==> src/rtl/alu_seq_ctrl.sv <==
`default_nettype none
// ============================================================================
// alu_seq_ctrl : multi-cycle fetch/exec/mem/wb sequencer for a 9-bit ISA
// Revision     : 1.0
// ============================================================================

package alu_seq_pkg;
    localparam logic [3:0] kLSL  = 4'h0;
    localparam logic [3:0] kLSR  = 4'h1;
    localparam logic [3:0] kADD  = 4'h2;
    localparam logic [3:0] kAND  = 4'h3;
    localparam logic [3:0] kORR  = 4'h4;
    localparam logic [3:0] kEOR  = 4'h5;
    localparam logic [3:0] kTAKE = 4'h6;
    localparam logic [3:0] kMOVE = 4'h7;
    localparam logic [3:0] kLDR  = 4'h8;
    localparam logic [3:0] kSTR  = 4'h9;
    localparam logic [3:0] kCMP  = 4'hA;
    localparam logic [8:0] HALT_INSTR = 9'h1FF;
endpackage

module alu_seq_ctrl
    import alu_seq_pkg::*;
(
    input  logic        CLK,
    input  logic        reset,
    input  logic        start,
    input  logic [8:0]  instr,
    input  logic        to_jump,
    input  logic [7:0]  jump_target,
    output logic [7:0]  pc,
    output logic [8:0]  ir,
    output logic [3:0]  op,
    output logic [3:0]  reg_addr,
    output logic [3:0]  lut_idx,
    output logic        acc_we,
    output logic        rf_we,
    output logic        mem_re,
    output logic        mem_we,
    output logic        busy,
    output logic        done,
    output logic [15:0] instr_count
);

    localparam logic [2:0] S_IDLE  = 3'd0;
    localparam logic [2:0] S_FETCH = 3'd1;
    localparam logic [2:0] S_EXEC  = 3'd2;
    localparam logic [2:0] S_MEM   = 3'd3;
    localparam logic [2:0] S_WB    = 3'd4;
    localparam logic [2:0] S_DONE  = 3'd5;

    logic [2:0]  state_q, state_d;
    logic [7:0]  pc_q, pc_d;
    logic [8:0]  ir_q, ir_d;
    logic [15:0] cnt_q, cnt_d;

    logic w_is_ldr, w_is_str, w_is_cmp, w_is_halt, w_acc_op, w_rf_op;
    logic w_idle_like, w_launch, w_retire;

    assign w_is_ldr  = ir_q[8] && (ir_q[7:4] == kLDR);
    assign w_is_str  = ir_q[8] && (ir_q[7:4] == kSTR);
    assign w_is_cmp  = ir_q[8] && (ir_q[7:4] == kCMP);
    assign w_is_halt = (ir_q == HALT_INSTR);
    // Immediates (ir[8]=0) always target the accumulator regardless of op bits.
    assign w_acc_op  = !ir_q[8] ||
                       (ir_q[7:4] inside {kLSL, kLSR, kADD, kAND, kORR, kEOR, kTAKE, kLDR});
    assign w_rf_op   = ir_q[8] && (ir_q[7:4] == kMOVE);

    assign w_idle_like = (state_q == S_IDLE) || (state_q == S_DONE);
    assign w_launch    = w_idle_like && start;
    assign w_retire    = (state_q == S_WB) || ((state_q == S_MEM) && w_is_str);

    // State register
    always_ff @(posedge CLK) begin
        if (reset) begin
            state_q <= S_IDLE;
        end else begin
            state_q <= state_d;
        end
    end

    // Next-state logic
    always_comb begin
        state_d = state_q;
        case (state_q)
            S_IDLE, S_DONE: if (start) state_d = S_FETCH;
            S_FETCH:        state_d = S_EXEC;
            S_EXEC: begin
                if (w_is_halt)                  state_d = S_DONE;
                else if (w_is_ldr || w_is_str)  state_d = S_MEM;
                else                            state_d = S_WB;
            end
            S_MEM:          state_d = w_is_str ? S_FETCH : S_WB;
            S_WB:           state_d = S_FETCH;
            default:        state_d = S_IDLE;
        endcase
    end

    // Outputs; enables are gated by reset so a write in the reset cycle never lands.
    always_comb begin
        acc_we = 1'b0;
        rf_we  = 1'b0;
        mem_re = 1'b0;
        mem_we = 1'b0;
        busy   = !w_idle_like;
        done   = (state_q == S_DONE);
        if (!reset) begin
            case (state_q)
                S_MEM: begin
                    mem_re = w_is_ldr;
                    mem_we = w_is_str;
                end
                S_WB: begin
                    acc_we = w_acc_op;
                    rf_we  = w_rf_op;
                end
                default: ;
            endcase
        end
    end

    // Datapath next-state
    always_comb begin
        pc_d  = pc_q;
        ir_d  = ir_q;
        cnt_d = cnt_q;
        if (w_launch) begin
            pc_d  = 8'h00;
            cnt_d = 16'h0000;
        end else if (state_q == S_FETCH) begin
            ir_d = instr;
        end else if (w_retire) begin
            pc_d  = (w_is_cmp && to_jump) ? jump_target : pc_q + 8'd1;
            cnt_d = (cnt_q == 16'hFFFF) ? cnt_q : cnt_q + 16'd1;
        end
    end

    always_ff @(posedge CLK) begin
        if (reset) begin
            pc_q  <= 8'h00;
            ir_q  <= 9'h000;
            cnt_q <= 16'h0000;
        end else begin
            pc_q  <= pc_d;
            ir_q  <= ir_d;
            cnt_q <= cnt_d;
        end
    end

    assign pc          = pc_q;
    assign ir          = ir_q;
    assign op          = ir_q[7:4];
    assign reg_addr    = ir_q[3:0];
    assign lut_idx     = ir_q[3:0];
    assign instr_count = cnt_q;

endmodule

`default_nettype wire
==> config.mk <==
export PLATFORM = sky130hd
export DESIGN_NAME = alu_seq_ctrl
export DESIGN_NICKNAME = d
export VERILOG_FILES = /design/src/rtl/alu_seq_ctrl.sv
export SDC_FILE = /design/constraint.sdc
export NUM_CORES = 1
export LEC_CHECK = 0
export ABC_AREA = 1
export CELL_PAD_IN_SITES_DETAIL_PLACEMENT = 1
export CELL_PAD_IN_SITES_GLOBAL_PLACEMENT = 2
export CORE_MARGIN = 2
export CORE_UTILIZATION = 25
export CTS_CLUSTER_SIZE = 24
export DETAILED_ROUTE_END_ITERATION = 8
export HOLD_SLACK_MARGIN = 0.12
export PLACE_DENSITY_LB_ADDON = 0.1
export SYNTH_ARGS = -nofsm -noshare
export SYNTH_HDL_FRONTEND = slang
export SYNTH_SLANG_ARGS = --single-unit
==> constraint.sdc <==
create_clock -name CLK -period 3.5 [get_ports CLK]
set_clock_uncertainty 0.15 [all_clocks]
set_input_delay 0.7 -clock CLK [delete_from_list [all_inputs] [get_ports CLK]]
set_output_delay 0.7 -clock CLK [all_outputs]
set_load 0.1 [all_outputs]
==> flow_summary.ini <==
[setup_path]
startpoint_type = primary input
crit_path_end_kind = primary output
critPathRequiredTime_ps = 2650
critPathKind = in -> out
crit_fanout = 11
arrival_ps = 2110

[global_routing]
grt_usage_pct = 15.1
antenna_found_initial = 0
grt_pass1_wl_mm = 11.9
grtUsageMet2_pct = 24.2
use_met3_pct = 2.51
first_global_vias = 2342
grt_start_max_net_pins = 22
grt.busiest_layer = met2
grtUsageMet1_pct = 21.2
overflow = 0

[power]
leakagePower_nw = 1.19
ir_drop_mv = 0.332
power_density_nw_per_um2 = 437

[route]
wl_mm = 7.05
drtAntennaViolNets = 0
drt_iter0_markers = 66
routed_via_density = 4.59
drc = 0
wire_per_inst_um = 13.7
vias = 2366
first_pass_iters = 4

[sta]
fmax_ghz = 0.338
tightest_slew_ps = 646
hold_viol_final = 0
max_slew_margin_pct = 56.9
slew_violations = 0
hold_ws_ps = 372
min_period_ps = 2960
rsz0062_at_grt = false
min_period_over_period_pct = 84.6
finalSetupViolations = 0

[final_layout]
diodes = 0
drive_above_1_share_pct = 18.6
area_growth_pct = 32.5
final_area_sq_um = 2940
nets = 433

[synthesis]
synth-compound-area-share_pct = 12.7
synth_top_family_by_area = simple AND/OR/NAND/NOR gates
synth_cell_types = 27
synthCells = 351
synth_top_area_share_pct = 32.5
yosysSeqAreaShare_pct = 32.5
netlist_top_cells_area = dfxtp_1, nand2_1, nor2_1
syn_nets = 374
synth_fa_ha_area_share_pct = 1.13
synth_xor_area_share_pct = 3.16
yosys.area.top_type = dfxtp_1
yosysWarnings = 0
synth-simple-area-share_pct = 38.5
synth_seq_cells = 36
synthMuxAreaShare_pct = 0
synthesis.area_sq_um = 2220
synth_area_per_cell_sq_um = 6.32

[floorplanning]
die_y_um = 98.2
die_width_um = 98.2
start_util_pct = 25.6
ioPinCount = 72
fp.dieArea_sq_um = 9640
core_area_sq_um = 8680
rows = 34

[clock_tree]
clock-sinks = 36
post_cts_buffers = 0
clock_path_buffers = 2
cts_max_level = 2
cts_resized = 0
hold_buffers = 0
cts_buffers = 5
cts_root_buf = clkbuf_8
clk_latency_ps = 290
cts.clk_slew.worst_paths_ps = 70
cts_tree = built

[min_path]
hold_class = reg -> reg

[status]
status = finished, final reports clean

[place]
hpwl_mm = 5.32
routabilityCongestion = 0.759
post_dp_cell_area_sq_um = 2870
portBuffers = 71

[job]
maxCapViolCount = 0
flip-flops by register name (all words and copies together), names as in the netlist:
register / cells
ir: 9
instr_count: 16
pc: 8
state_q: 3
cells in the final DEF (no fill, tap or decap), drive strengths merged:
cell             n
dfxtp           36
clkbuf           5
buf             52
clkdlybuf4s50   20
xnor2            2
nand3           22
inv             33
a21oi           27
nand2          104
nor3             4
or2              1
xor2             6
nor4             1
o21ai           25
nand3b           2
nor2            60
nand4            6
ha               2
through the flow:
| step | std cells | setup slack (ps) | utilization (%) | setup TNS, ps | power (W) |
|---|---|---|---|---|---|
| final | 516 | 540 | 33.9 | 0 | 0.00128 |
| after global routing | 516 | 433 | 33.9 | 0 | 0.00135 |
| after CTS | 516 | 523 | 33.9 | 0 | 0.00131 |
| after detailed placement | 511 | 532 | 33.1 | 0 | 0.00102 |
| after global placement | 511 | 559 | 33.1 | 0 | 0.00102 |
| after floorplan | 351 | -342 | - | -342 | 0.000918 |
cell families (layout without fill, tap and decap cells):
family / count (synthesis) / in the layout
AO/OA/AOI/OAI: 52 / 52
buffers and inverters: 53 / 110
XOR/XNOR: 8 / 8
adder cells (fa/ha/maj): 2 / 2
flip-flops: 36 / 36
AND/OR/NAND/NOR: 200 / 200
Yosys cell counts:
library cell  instances
buf_8                 1
nand2_1             101
nand4_4               1
inv_2                 2
or2_2                 1
nor2_4                2
a21oi_1              21
clkbuf_2              1
nand4_1               5
nand3_1              22
nor2_1               58
xor2_1                6
nand3b_1              2
dfxtp_1              36
o21ai_0              25
buf_2                 2
buf_1                 1
inv_1                31
buf_4                14
a21oi_2               6
nand2_4               1
nand2_2               2
nor3_1                4
ha_1                  2
nor4_1                1
clkbuf_1              1
xnor2_1               2
worst paths after layout:
check                                  endpoint  slack [ps]  cells after the start  startpoint
worst min-delay path                      pc[7]         370                      2       pc[7]
worst max register to register  instr_count[13]        1350                      8       ir[7]
worst max-delay path                     mem_re         540                      5       reset
worst min register to register            pc[7]         370                      2       pc[7]
worst max-delay path, stage by stage:
cell and delay, ps:
clkdlybuf4s50_1 510, inv_1 280, nand2_1 150, nor3_2 260, buf_12 210
cell type report:
| cell class | count | area [sq um] |
|---|---|---|
| Clock buffer | 5 | 68.8 |
| Fill cell | 1143 | 5740 |
| Inverter | 33 | 124 |
| Multi-Input combinational cell | 262 | 1250 |
| Sequential cell | 36 | 721 |
| Tap cell | 108 | 135 |
| Timing Repair Buffer | 72 | 641 |
report_power, final:
group	switching, W	internal [W]	leakage (nW)
clock	0.000151	0.000129	0.0359
sequential	0.0000374	0.000434	0.292
combinational	0.000427	0.000105	0.860
total	0.000615	0.000668	1.19
routing by layer:
| layer | vias up | wire length (um) |
|---|---|---|
| li1 | 1215 | - |
| met1 | 1099 | 3450 |
| met2 | 43 | 3240 |
| met3 | 9 | 258 |
| met4 | 0 | 91 |
| met5 | - | 0 |
No activity file was read; power rests on OpenSTA's default activity.
